**src/rtl/buzzer_sequencer.sv**
```systemverilog
// Buzzer request sequencer.
// Turns keypress and cook-done events into one-cycle beep requests for a
// downstream buzzer. It spaces requests by a full tone slot, queues one key
// and one alarm, and repeats the completion alarm up to ALARM_REPEAT times.
module buzzer_sequencer #(
  parameter int BEEP_SLOT    = 12_000_000,
  parameter int ALARM_SLOT   = 110_000_000,
  parameter int ALARM_REPEAT = 3
) (
  input  logic clk,
  input  logic reset,
  input  logic key_event,
  input  logic done_event,
  input  logic mute,
  output logic button_pressed,
  output logic completion_alarm,
  output logic busy,
  output logic alarm_active
);

  typedef enum logic [1:0] {
    IDLE  = 2'd0,
    KEY   = 2'd1,
    ALARM = 2'd2
  } state_t;

  localparam logic [26:0] BEEP_LAST   = 27'(BEEP_SLOT - 1);
  localparam logic [26:0] ALARM_LAST  = 27'(ALARM_SLOT - 1);
  localparam logic [1:0]  REPEAT_LOAD = 2'(ALARM_REPEAT - 1);

  state_t      state;
  logic [26:0] slot_cnt;
  logic [1:0]  beeps_left;
  logic        key_pend;
  logic        alarm_pend;
  // Low for the first edge after reset release, so events arriving
  // together with the release are not taken.
  logic        armed;

  logic        key_ok;
  logic        done_ok;
  logic [1:0]  beeps_eff;

  assign key_ok  = key_event  && !mute && armed;
  assign done_ok = done_event && !mute && armed;

  // Repeat count as modified by this cycle's events while alarming:
  // a new done re-arms the full repeat count and beats a simultaneous key,
  // a key alone silences the remaining repeats.
  always_comb begin
    beeps_eff = beeps_left;
    if (key_ok)  beeps_eff = 2'd0;
    if (done_ok) beeps_eff = REPEAT_LOAD;
  end

  // Sequencer FSM with registered request pulses and status flags.
  always_ff @(posedge clk or negedge reset) begin
    if (!reset) begin
      state            <= IDLE;
      slot_cnt         <= '0;
      beeps_left       <= '0;
      key_pend         <= 1'b0;
      alarm_pend       <= 1'b0;
      armed            <= 1'b0;
      button_pressed   <= 1'b0;
      completion_alarm <= 1'b0;
      busy             <= 1'b0;
      alarm_active     <= 1'b0;
    end else begin
      armed            <= 1'b1;
      button_pressed   <= 1'b0;
      completion_alarm <= 1'b0;
      case (state)
        IDLE: begin
          if (done_ok || alarm_pend) begin
            // Alarm wins; a coincident key is held for after the alarm.
            completion_alarm <= !mute;
            beeps_left       <= REPEAT_LOAD;
            slot_cnt         <= '0;
            alarm_pend       <= 1'b0;
            if (key_ok) key_pend <= 1'b1;
            state            <= ALARM;
            busy             <= 1'b1;
            alarm_active     <= 1'b1;
          end else if (key_ok || key_pend) begin
            button_pressed <= !mute;
            slot_cnt       <= '0;
            key_pend       <= 1'b0;
            state          <= KEY;
            busy           <= 1'b1;
          end
        end
        KEY: begin
          if (key_ok)  key_pend   <= 1'b1;
          if (done_ok) alarm_pend <= 1'b1;
          if (slot_cnt == BEEP_LAST) begin
            slot_cnt <= '0;
            state    <= IDLE;
            busy     <= 1'b0;
          end else begin
            slot_cnt <= slot_cnt + 27'd1;
          end
        end
        ALARM: begin
          if (slot_cnt == ALARM_LAST) begin
            slot_cnt <= '0;
            if (beeps_eff != 2'd0) begin
              completion_alarm <= !mute;
              beeps_left       <= beeps_eff - 2'd1;
            end else begin
              beeps_left   <= 2'd0;
              state        <= IDLE;
              busy         <= 1'b0;
              alarm_active <= 1'b0;
            end
          end else begin
            slot_cnt   <= slot_cnt + 27'd1;
            beeps_left <= beeps_eff;
          end
        end
        default: begin
          state        <= IDLE;
          slot_cnt     <= '0;
          busy         <= 1'b0;
          alarm_active <= 1'b0;
        end
      endcase
    end
  end

endmodule

```
**config.mk**
```make
export PLATFORM = sky130hd
export DESIGN_NAME = buzzer_sequencer
export DESIGN_NICKNAME = d
export VERILOG_FILES = /design/src/rtl/buzzer_sequencer.sv
export SDC_FILE = /design/constraint.sdc
export NUM_CORES = 1
export LEC_CHECK = 0
export ABC_AREA = 1
export CAP_MARGIN = 15
export CORE_ASPECT_RATIO = 2
export CORE_MARGIN = 3
export CORE_UTILIZATION = 50
export DETAILED_ROUTE_END_ITERATION = 7
export GPL_TIMING_DRIVEN = 0
export PLACE_DENSITY = 0.7
export SLEW_MARGIN = 20
export SYNTH_ARGS = -nofsm -noshare
export SYNTH_HDL_FRONTEND = slang
export SYNTH_SLANG_ARGS = --single-unit
```
**constraint.sdc**
```tcl
create_clock -name clk -period 1.6 [get_ports clk]
set_input_delay 0.24 -clock clk [delete_from_list [all_inputs] [get_ports clk]]
set_output_delay 0.24 -clock clk [all_outputs]
set_load 0.02 [all_outputs]
```
==> results of run 1 <==
## cells by family (layout without fill, tap and decap cells)
group / count (synthesis) / count (layout) / share of synthesized area [%]
other: 1 / 1 / 0.157
AND/OR/NAND/NOR: 209 / 209 / 38.1
AO/OA/AOI/OAI: 16 / 16 / 4.24
flip-flops: 38 / 38 / 39.8
adder cells (fa/ha/maj): 4 / 4 / 2.09
buffers and inverters: 57 / 102 / 9.79
XOR/XNOR: 16 / 16 / 5.86
## worst paths after layout
check	cells past startpoint	from	end	slack, ns
min in group clk	2	busy$_DFFE_PN0P_	busy$_DFFE_PN0P_	0.47
max	11	slot_cnt[1]$_DFFE_PN0N_	slot_cnt[14]$_DFFE_PN0N_	-0.23
min reg2reg	2	busy$_DFFE_PN0P_	busy$_DFFE_PN0P_	0.47
max in group asynchronous	3	reset	busy$_DFFE_PN0P_	0.71
min	2	reset	slot_cnt[3]$_DFFE_PN0N_	0.42
max reg2reg	11	slot_cnt[1]$_DFFE_PN0N_	slot_cnt[14]$_DFFE_PN0N_	-0.23
## final cells by class
class	count	area, um2
Tap cell	55	68.8
Inverter	53	204
Buffer	4	48.8
Clock buffer	7	86.3
Multi-Input combinational cell	246	1440
Clock inverter	1	5.00
Fill cell	385	1450
Timing Repair Buffer	37	347
Sequential cell	38	953
## critical path, stage by stage (launching register included)
cell,delay (ns)
dfrtp_1,0.38
ha_2,0.22
nand3_4,0.10
inv_4,0.10
nand2_4,0.06
nor2_4,0.11
nand2_2,0.07
nand2_2,0.12
nand2_8,0.07
a21oi_4,0.25
buf_6,0.18
nor2_1,0.05
## repair_timing
item                                   in CTS  in global routing
cloned                                      2                  0
resized for setup                          38                 47
setup endpoints to repair                  32                 34
endpoints found under the hold margin      17                  0
setup buffers                              12                 14
pin swaps                                   8                 14
hold buffers                                1                  0
## power groups by stage
stage          Sequential [W]  Combinational [W]  Clock (W)
2_1_floorplan        0.000986          0.0000250          0
3_3_place_gp         0.000988          0.0000615          0
3_5_place_dp         0.000988          0.0000716          0
4_1_cts              0.000969          0.0000766   0.000686
5_1_grt              0.000972          0.0000893   0.000744
6_report             0.000969          0.0000795   0.000678
## cells in the mapped netlist
library cell | n | area share (%)
nand2_1 | 84 | 13
nor2_1 | 66 | 10
inv_1 | 52 | 8.2
dfrtp_1 | 38 | 40
nand3_1 | 27 | 5.7
nand4_1 | 15 | 3.9
xor2_1 | 11 | 4.0
nor3_1 | 10 | 2.1
o21ai_0 | 10 | 2.1
xnor2_1 | 5 | 1.8
ha_1 | 4 | 2.1
buf_6 | 2 | 0.94
nand3_2 | 2 | 0.84
nor3_2 | 2 | 0.84
a21oi_1 | 1 | 0.21
a21oi_4 | 1 | 0.68
buf_2 | 1 | 0.21
buf_4 | 1 | 0.31
conb_1 | 1 | 0.16
inv_2 | 1 | 0.16
nand2_2 | 1 | 0.26
nand2_4 | 1 | 0.47
nor2_4 | 1 | 0.47
o2111ai_1 | 1 | 0.37
o21a_1 | 1 | 0.31
o22ai_1 | 1 | 0.26
o31ai_1 | 1 | 0.31
## through the flow
step	setup WS, ns	cell area (um2)	hold WS [ns]	total power [W]
2_1_floorplan	0.0228	2390	-0.0556	0.00101
3_3_place_gp	-0.605	2540	0.464	0.00105
3_5_place_dp	-0.552	2560	0.214	0.00106
4_1_cts	-0.193	2900	0.437	0.00173
5_1_grt	-0.274	3150	0.483	0.00181
6_report	-0.235	3150	0.420	0.00173
## layer usage
| metal | vias to the layer above | wire (um) | track usage [%] |
|---|---|---|---|
| met5 | - | 0 | 0 |
| met2 | 78 | 3920 | 44.4 |
| met1 | 1152 | 2370 | 24.3 |
| met4 | 0 | 566 | 20.5 |
| li1 | 1161 | - | - |
| met3 | 41 | 241 | 5.90 |
## layout by cell type (no fill, tap or decap), types with 3 or more instances in the layout
| cell type | instances |
|---|---|
| buf_4 | 21 |
| buf_6 | 8 |
| clkbuf_8 | 6 |
| clkdlybuf4s50_1 | 7 |
| dfrtp_1 | 36 |
| inv_1 | 45 |
| inv_2 | 6 |
| nand2_1 | 78 |
| nand2_2 | 5 |
| nand3_1 | 19 |
| nand3_2 | 5 |
| nand3_4 | 5 |
| nand4_1 | 15 |
| nor2_1 | 45 |
| nor2_2 | 15 |
| nor2_4 | 7 |
| nor3_1 | 8 |
| nor3_2 | 3 |
| o21ai_0 | 3 |
| o21ai_1 | 6 |
| xnor2_1 | 5 |
| xor2_1 | 11 |
==> run summary, run 1 <==
* **Crit path required time** 1.78 ns
* **Non-Filler Instances** 441
* **max-slew violation count** 0
* **critical path startpoint category** flop
* **max FFs per register** 27
* **routed wire length** 7100 um
* **DR vias/cell** 5.51
* **pin count of the biggest net entering global routing** 22
* **area growth from synthesis to layout** 31.7%
* **# setup viols final** 31
* **run status** finished with violations
* **# H-tree levels** 2
* **total overflow reported by the global router** 0
* **TritonRoute pass-1 iters** 4
* **combinational share of power** 4.6%
* **Fin Clk Skew** 0.00514 ns
* **design internal power** 0.00134 W
* **max cap viols** 0
* **cell area after technology mapping** 2390 um2
* **post-route clock period utilization** 115%
* **final number of hold-violating endpoints** 0
* **fraction of power spent switching nets** 22.4%
* **maximum clock frequency** 0.545 GHz
* **RSZ-0062 raised after global routing** yes
* **Die Span X** 54.9 um
* **overall via count from detail_route** 2432
* **Final Critical Period** 1.83 ns
* **final setup slack of the worst path** -0.235 ns
* **setup TNS after final layout** -5.45 ns
* **part of the power in the clock network** 39.3%
* **areal power density over the cells** 549 nW/um2
* **synthesized flop and latch total** 38
* **share of synthesized area occupied by flip-flops and latches** 39.8%
* **number of buffers added on ports** 8
* **worst-skew pair later-pin latency** 0.29 ns
* **largest registers** slot_cnt: 27 flops, beeps_left: 2 flops, state: 2 flops
* **clock-pin slew on the worst setup and hold paths** 0.07 ns
* **count of pins on the block boundary** 9
* **buffer levels on the longest clock path** 2
* **arrival time at the worst endpoint** 2.02 ns
* **via count of the first global-routing pass** 2425
* **Antenna Diode Count** 0
* **starting utilization of the core area** 52.0%
* **endpoint type of the worst setup path** flop
* **count of routing violations after the opening detailed-route iteration** 43
* **die height** 104 um
* **clock tree from TritonCTS** built
* **fraction of layout instances using a drive strength above 1** 25.4%
* **maximum resistive drop on vdd** 0.515 mV
* **top register by number of flip-flops** slot_cnt
* **placed wire-length estimate after detailed placement** 4700 um
* **floorplan die area** 5700 um2
* **share of power burned in registers** 56.1%
* **final core utilization** 68.5%
* **total net switching power** 0.000387 W
* **type of the most critical hold path** input port to async pin
* **antenna violations before repair** 0
* **Antenna Violating Nets Remaining** 0
* **post-layout net count** 394
* **static leakage power** 1.46 nW
* **number of placement rows** 35
* **DRC violations left** 0
* **cell total after placement** 405
* **post-DR wirelength/cell** 16.1 um
* **largest fanout on the critical path** 5
* **global-route wire length before repair** 10900 um
* **area of the core** 4600 um2
* **type of the setup path with the least slack** flop to flop
* **root buffer cell** clkbuf_8
* **Num CTS Buffers** 5
* **overall global routing resource usage** 26.1%
* **Mapped Cells** 341
* **syn avg cell area** 7.01 um2
* **# clock sinks** 38
* **violated checks** setup timing
* **number of nets in the synthesized netlist** 350
* **Routability Congestion** 0.891
* **number of distinct library cells after synthesis** 27
* **number of warnings reported in the yosys synthesis log** 0
Power figures use the tool's default switching activity.
==> run 2, diff against run 1 <==
--- a/config.mk
+++ b/config.mk
@@ -10,6 +10,7 @@
 export CORE_ASPECT_RATIO = 2
 export CORE_MARGIN = 3
 export CORE_UTILIZATION = 50
+export CTS_BUF_LIST = sky130_fd_sc_hd__clkbuf_8
 export DETAILED_ROUTE_END_ITERATION = 7
 export GPL_TIMING_DRIVEN = 0
 export PLACE_DENSITY = 0.7
==> run 2 against run 1 <==
- the run still ends with setup timing left
- register-to-register slack about the same
- die area unchanged
- combinational power about the same
- sequential power about the same
- sequential cell count unchanged
- wire length about the same
- cell area unchanged
- worst hold slack about the same
- maximum frequency unchanged
- first-iteration DRC count unchanged
- global-route usage unchanged
- largest cell class unchanged
- highest routed layer unchanged
==> run summary, run 2 (same netlist as run 1, synthesis figures left out) <==
* **worst-skew pair later-pin latency** 0.29 ns, about the same
* **topmost layer with routed signal wires** met4
* **root buffer cell** clkbuf_8
* **overall via count from detail_route** 2431, -0.041%
* **buffer levels on the longest clock path** 2, unchanged
* **areal power density over the cells** 547 nW/um2, -0.35%
* **count of routing violations after the opening detailed-route iteration** 43, unchanged
* **Worst Path Buf+Inv** 2, unchanged
* **max FFs per register** 27, unchanged
* **clock tree from TritonCTS** built
* **global-route wire length before repair** 10900 um, unchanged
* **Fin Clk Skew** 0.00487 ns, -0.000272 ns
* **pin count of the biggest net entering global routing** 22, unchanged
* **largest registers** slot_cnt: 27 flops, beeps_left: 2 flops, state: 2 flops
* **Post-Route M1 WL** 2370 um, -0.13%
* **clock-pin slew on the worst setup and hold paths** 0.07 ns, about the same
* **post-route clock period utilization** 115%, unchanged
* **RSZ-0062 raised after global routing** yes
* **Final Critical Period** 1.83 ns, unchanged
* **overall global routing resource usage** 26.1%, unchanged
* **sequence of cells on the critical path** ha_2, nand3_4, inv_4, nand2_4, nor2_4, nand2_2, nand2_2, nand2_8, a21oi_4, buf_6, nor2_1
* **top register by number of flip-flops** slot_cnt
* **Num CTS Buffers** 5, unchanged
* **DRC violations left** 0, unchanged
* **total overflow reported by the global router** 0, unchanged
* **max incr delay on CP** 0.38 ns, about the same
* **leading cell type in the layout, fill and taps excluded** nand2_1
* **Antenna Diode Count** 0, unchanged
* **violated checks** setup timing
* **via count of the first global-routing pass** 2425, unchanged
* **# clock sinks** 38, unchanged
* **# H-tree levels** 2, unchanged
* **Most common cell on crit path** nand2_2
* **arrival time at the worst endpoint** 2.02 ns, about the same
* **endpoint type of the worst setup path** flop
* **number of buffers added on ports** 8, unchanged
* **antenna violations before repair** 0, unchanged
* **TritonRoute pass-1 iters** 4, unchanged
* **routed length on met3** 241 um, unchanged
* **die height** 104 um, unchanged
* **post-layout net count** 394, unchanged
* **setup TNS after final layout** -5.44 ns, +0.00199 ns
* **Slowest-stage cell, CP** dfrtp_1
* **type of the setup path with the least slack** flop to flop
* **max cap viols** 0, unchanged
* **kind of cell adding the most delay to the critical path** simple AND/OR/NAND/NOR gates
* **number of placement rows** 35, unchanged
* **minimum hold slack** 0.420 ns, +0.00000700 ns
* **DP Worst Slack** -0.552 ns, unchanged
* **count of pins on the block boundary** 9, unchanged
* **maximum resistive drop on vdd** 0.508 mV, -1.4%
* **floorplan die area** 5700 um2, unchanged
* **placed wire-length estimate after detailed placement** 4700 um, unchanged
* **type of the most critical hold path** input port to async pin
* **commonest non-fill, non-tap cells in the layout** 78 x nand2_1, 46 x inv_1, 45 x nor2_1
* **largest fanout on the critical path** 5, unchanged
* **Crit path required time** 1.78 ns, about the same
* **DR vias/cell** 5.51, about the same
* **Antenna Violating Nets Remaining** 0, unchanged
* **Routability Congestion** 0.891, unchanged
* **post-DR wirelength/cell** 16.1 um, about the same
* **final core utilization** 68.5%, unchanged
* **final setup slack of the worst path** -0.235 ns, unchanged
* **maximum clock frequency** 0.545 GHz, unchanged
* **fraction of layout instances using a drive strength above 1** 25.4%, unchanged
* **run status** finished with violations
* **max-slew violation count** 0, unchanged
* **starting utilization of the core area** 52.0%, unchanged
* **critical path startpoint category** flop
* **routed wire length** 7100 um, about the same
* **static leakage power** 1.47 nW, +0.28%
* **final number of hold-violating endpoints** 0, unchanged
* **area growth from synthesis to layout** 31.7%, unchanged
* **area of the core** 4600 um2, unchanged
* **routed wire length on met2** 3920 um, about the same
* **# setup viols final** 31, unchanged
* **Die Span X** 54.9 um, unchanged
==> run 2: worst reg2reg max path, cell delays in order (launching register included) <==
cell	delay [ns]
dfrtp_1	0.38
ha_2	0.22
nand3_4	0.10
inv_4	0.10
nand2_4	0.06
nor2_4	0.11
nand2_2	0.07
nand2_2	0.12
nand2_8	0.07
a21oi_4	0.25
buf_6	0.18
nor2_1	0.05
==> run 2: final timing paths <==
path,from,endpoint,slack (ns),depth (start not counted)
setup reg to reg,slot_cnt[1]$_DFFE_PN0N_,slot_cnt[14]$_DFFE_PN0N_,-0.23,11
max in group asynchronous,reset,busy$_DFFE_PN0P_,0.71,3
setup / recovery,slot_cnt[1]$_DFFE_PN0N_,slot_cnt[14]$_DFFE_PN0N_,-0.23,11
hold / removal,reset,slot_cnt[3]$_DFFE_PN0N_,0.42,2
min in group clk,busy$_DFFE_PN0P_,busy$_DFFE_PN0P_,0.47,2
hold reg to reg,busy$_DFFE_PN0P_,busy$_DFFE_PN0P_,0.47,2
==> run 2: cell type report <==
cell class / count / area, um2
Fill cell: 385 / 1450
Clock buffer: 6 / 82.6
Inverter: 53 / 204
Clock inverter: 2 / 8.76
Buffer: 4 / 48.8
Timing Repair Buffer: 37 / 347
Sequential cell: 38 / 953
Multi-Input combinational cell: 246 / 1440
Tap cell: 55 / 68.8
==> run 2: timing repair <==
action / CTS / global route
pin swaps: 8 / 14
gates resized for setup: 38 / 47
hold buffers: 1 / 0
endpoints found under the setup margin: 32 / 34
hold endpoints to repair: 17 / 0
gates cloned: 2 / 0
setup buffers: 12 / 14
==> run 2: metal layers <==
| metal | GRT usage, % | up-vias |
|---|---|---|
| met2 | 44.4 | 78 |
| li1 | - | 1161 |
| met5 | 0 | - |
| met3 | 5.90 | 41 |
| met1 | 24.3 | 1151 |
| met4 | 20.5 | 0 |
==> run 2: where the power goes <==
group	switching, W	internal (W)	leakage [nW]
Combinational	0.0000527	0.0000268	0.920
Clock	0.000331	0.000341	0.0524
Sequential	0.00000417	0.000965	0.494
Total	0.000388	0.00133	1.47
==> run 2: stage by stage <==
| step | std cells | cell area [um2] | power (W) |
|---|---|---|---|
| floorplan | 341 | 2390 | 0.00101 |
| global placement | 404 | 2540 | 0.00105 |
| detailed placement | 405 | 2560 | 0.00106 |
| CTS | 427 | 2900 | 0.00173 |
| global route | 441 | 3150 | 0.00180 |
| finish | 441 | 3150 | 0.00172 |
==> run 3, diff against run 2 <==
--- a/config.mk
+++ b/config.mk
@@ -7,13 +7,15 @@
 export LEC_CHECK = 0
 export ABC_AREA = 1
 export CAP_MARGIN = 15
+export CELL_PAD_IN_SITES_DETAIL_PLACEMENT = 0
+export CELL_PAD_IN_SITES_GLOBAL_PLACEMENT = 1
 export CORE_ASPECT_RATIO = 2
 export CORE_MARGIN = 3
-export CORE_UTILIZATION = 50
+export CORE_UTILIZATION = 42
 export CTS_BUF_LIST = sky130_fd_sc_hd__clkbuf_8
 export DETAILED_ROUTE_END_ITERATION = 7
 export GPL_TIMING_DRIVEN = 0
-export PLACE_DENSITY = 0.7
+export PLACE_DENSITY = 0.79
 export SLEW_MARGIN = 20
 export SYNTH_ARGS = -nofsm -noshare
 export SYNTH_HDL_FRONTEND = slang
==> run 3 against run 2 <==
- the flow still finishes with violations (setup timing)
- final cell count stayed put
- register-to-register slack improved by 0.07 ns
- clock power fell by 4.6%
- sequential power barely moved
- cell area fell by 2.1%
- power down 2.2%
- global-route usage is 3.3 points lower
- worst hold slack better by 0.0012 ns
- combinational power down 8.1%
- critical path depth is the same
- clock skew is 0.0029 ns higher
- critical endpoint is now slot_cnt[3]$_DFFE_PN0N_
==> run summary, run 3 (same netlist as run 1, synthesis figures left out) <==
* **number of buffers added on ports** 8, unchanged
* **leading cell type in the layout, fill and taps excluded** nand2_1
* **post-DR wirelength/cell** 15.2 um, -5.4%
* **post-layout net count** 390, -1.0%
* **Crit path required time** 1.80 ns, +0.02 ns
* **setup slack of the most critical reg-to-reg path** -0.17 ns, +0.07 ns
* **max-slew violation count** 0, unchanged
* **Worst Path Buf+Inv** 2, unchanged
* **largest registers** slot_cnt: 27 flops, beeps_left: 2 flops, state: 2 flops
* **# setup viols final** 31, unchanged
* **count of pins on the block boundary** 9, unchanged
* **static leakage power** 1.43 nW, -2.4%
* **sequence of cells on the critical path** ha_2, nand3_2, inv_2, nand3_2, nor2_2, nand2_2, nand2_4, nand2_8, a21oi_4, buf_6, nor2_2
* **max FFs per register** 27, unchanged
* **clock-pin slew on the worst setup and hold paths** 0.07 ns, about the same
* **run status** finished with violations
* **final standard cell area without fillers** 3080 um2, -2.1%
* **Routability Congestion** 0.853, -4.2%
* **GRT met2 Usage** 42.7%, -1.7 points
* **max incr delay on CP** 0.37 ns, about the same
* **layer with the highest usage** met2
* **Final Critical Period** 1.77 ns, -0.0673 ns
* **TritonRoute pass-1 iters** 4, unchanged
* **clock tree from TritonCTS** built
* **fraction of layout instances using a drive strength above 1** 27.0%, +1.6 points
* **die height** 113 um, +8.6%
* **routed wire length** 6720 um, -5.4%
* **commonest non-fill, non-tap cells in the layout** 78 x nand2_1, 42 x inv_1, 42 x nor2_1
* **areal power density over the cells** 546 nW/um2, about the same
* **Die Span X** 59.4 um, +8.1%
* **instance area after placement** 2570 um2, +0.24%
* **buffer levels on the longest clock path** 2, unchanged
* **count of routing violations after the opening detailed-route iteration** 94, +120%
* **type of the most critical hold path** input port to async pin
* **top register by number of flip-flops** slot_cnt
* **RSZ-0062 raised after global routing** yes
* **met3 demand-to-capacity share in global routing** 3.88%, -2.0 points
* **Antenna Diode Count** 0, unchanged
* **Antenna Violating Nets Remaining** 0, unchanged
* **number of placement rows** 38, +8.6%
* **post-route clock period utilization** 110%, -4.2 points
* **final number of hold-violating endpoints** 0, unchanged
* **arrival time at the worst endpoint** 1.96 ns, -0.06 ns
* **maximum resistive drop on vdd** 0.602 mV, +18%
* **endpoint type of the worst setup path** flop
* **placed wire-length estimate after detailed placement** 5010 um, +6.4%
* **violated checks** setup timing
* **area of the core** 5470 um2, +19%
* **kind of cell adding the most delay to the critical path** simple AND/OR/NAND/NOR gates
* **root buffer cell** clkbuf_8
* **Slowest-stage cell, CP** dfrtp_1
* **worst-skew pair later-pin latency** 0.30 ns, about the same
* **antenna violations before repair** 0, unchanged
* **largest fanout on the critical path** 5, unchanged
* **critical path startpoint category** flop
* **type of the setup path with the least slack** flop to flop
* **final setup slack of the worst path** -0.168 ns, +0.0673 ns
* **Num CTS Buffers** 5, unchanged
* **DR vias/cell** 5.09, -7.7%
* **DRC violations left** 0, unchanged
* **minimum hold slack** 0.421 ns, +0.00118 ns
* **max cap viols** 0, unchanged
* **floorplan die area** 6690 um2, +17%
* **Fin Clk Skew** 0.00772 ns, +0.00285 ns
* **maximum clock frequency** 0.566 GHz, +3.8%
* **overall via count from detail_route** 2244, -7.7%
* **met1 track demand over resource in global routing** 22.0%, -2.2 points
* **starting utilization of the core area** 43.7%, -8.3 points
* **overall global routing resource usage** 22.8%, -3.3 points
* **via count of the first global-routing pass** 2327, -4.0%
* **area growth from synthesis to layout** 28.8%
* **# clock sinks** 38, unchanged
* **# H-tree levels** 2, unchanged
* **pin count of the biggest net entering global routing** 22, unchanged
* **global-route wire length before repair** 11300 um, +3.8%
* **total overflow reported by the global router** 0, unchanged
## run 3: changes by cell type in the layout (fill, tap and decap cells not counted), sizes merged
cell,before,now
buf,33,29
clkbuf,6,5
clkinv,1,2
inv,54,53
## run 3: what timing repair did
item                                    in CTS  in global routing
endpoints found under the hold margin       17                  0
resized for setup                           39                 46
pin swaps                                    7                 10
buffers inserted                            11                 10
hold buffers                                 1                  0
gates cloned                                 2                  0
endpoints found under the setup margin      31                 34
## run 3: per-stage QoR
stage                     setup WS (ns)  setup TNS [ns]  utilization [%]  cells  total power, W
after floorplan                  0.0228               0                -    341         0.00101
after global placement           -0.681          -40.48             46.6    409         0.00105
after detailed placement         -0.575          -14.68             47.0    410         0.00106
after CTS                        -0.215           -4.63             52.6    431         0.00171
after global routing             -0.264           -7.12             56.3    441         0.00176
final                            -0.168           -4.00             56.3    441         0.00168
## run 3: path summary, 6_finish.rpt
kind,from,to,depth (start not counted)
setup / recovery,slot_cnt[0]$_DFFE_PN0N_,slot_cnt[3]$_DFFE_PN0N_,11
hold / removal,reset,slot_cnt[4]$_DFFE_PN0N_,2
setup reg to reg,slot_cnt[0]$_DFFE_PN0N_,slot_cnt[3]$_DFFE_PN0N_,11
hold reg to reg,alarm_active$_DFFE_PN0P_,alarm_active$_DFFE_PN0P_,2
max in group asynchronous,reset,slot_cnt[23]$_DFFE_PN0N_,3
min in group clk,alarm_active$_DFFE_PN0P_,alarm_active$_DFFE_PN0P_,2
## run 3: layer usage
metal / share of wire [%] / routed length (um) / up-vias
li1: - / - / 1147
met2: 59 / 3950 / 30
met4: 4.5 / 304 / 0
met1: 34 / 2320 / 1050
met3: 2.1 / 143 / 17
met5: 0 / 0 / -
## run 3: final cells by class
type / count / area (um2)
Timing Repair Buffer: 33 / 300
Tap cell: 60 / 75.1
Clock buffer: 5 / 68.8
Multi-Input combinational cell: 246 / 1420
Clock inverter: 2 / 10.0
Sequential cell: 38 / 956
Fill cell: 517 / 2390
Inverter: 53 / 201
Buffer: 4 / 45.0
## run 3: report_power, final
part            total, W  internal [W]  leakage [nW]  switching (W)
registers       0.000968      0.000965         0.489     0.00000359
clock network   0.000641      0.000293        0.0438       0.000348
logic          0.0000731     0.0000251         0.897      0.0000480
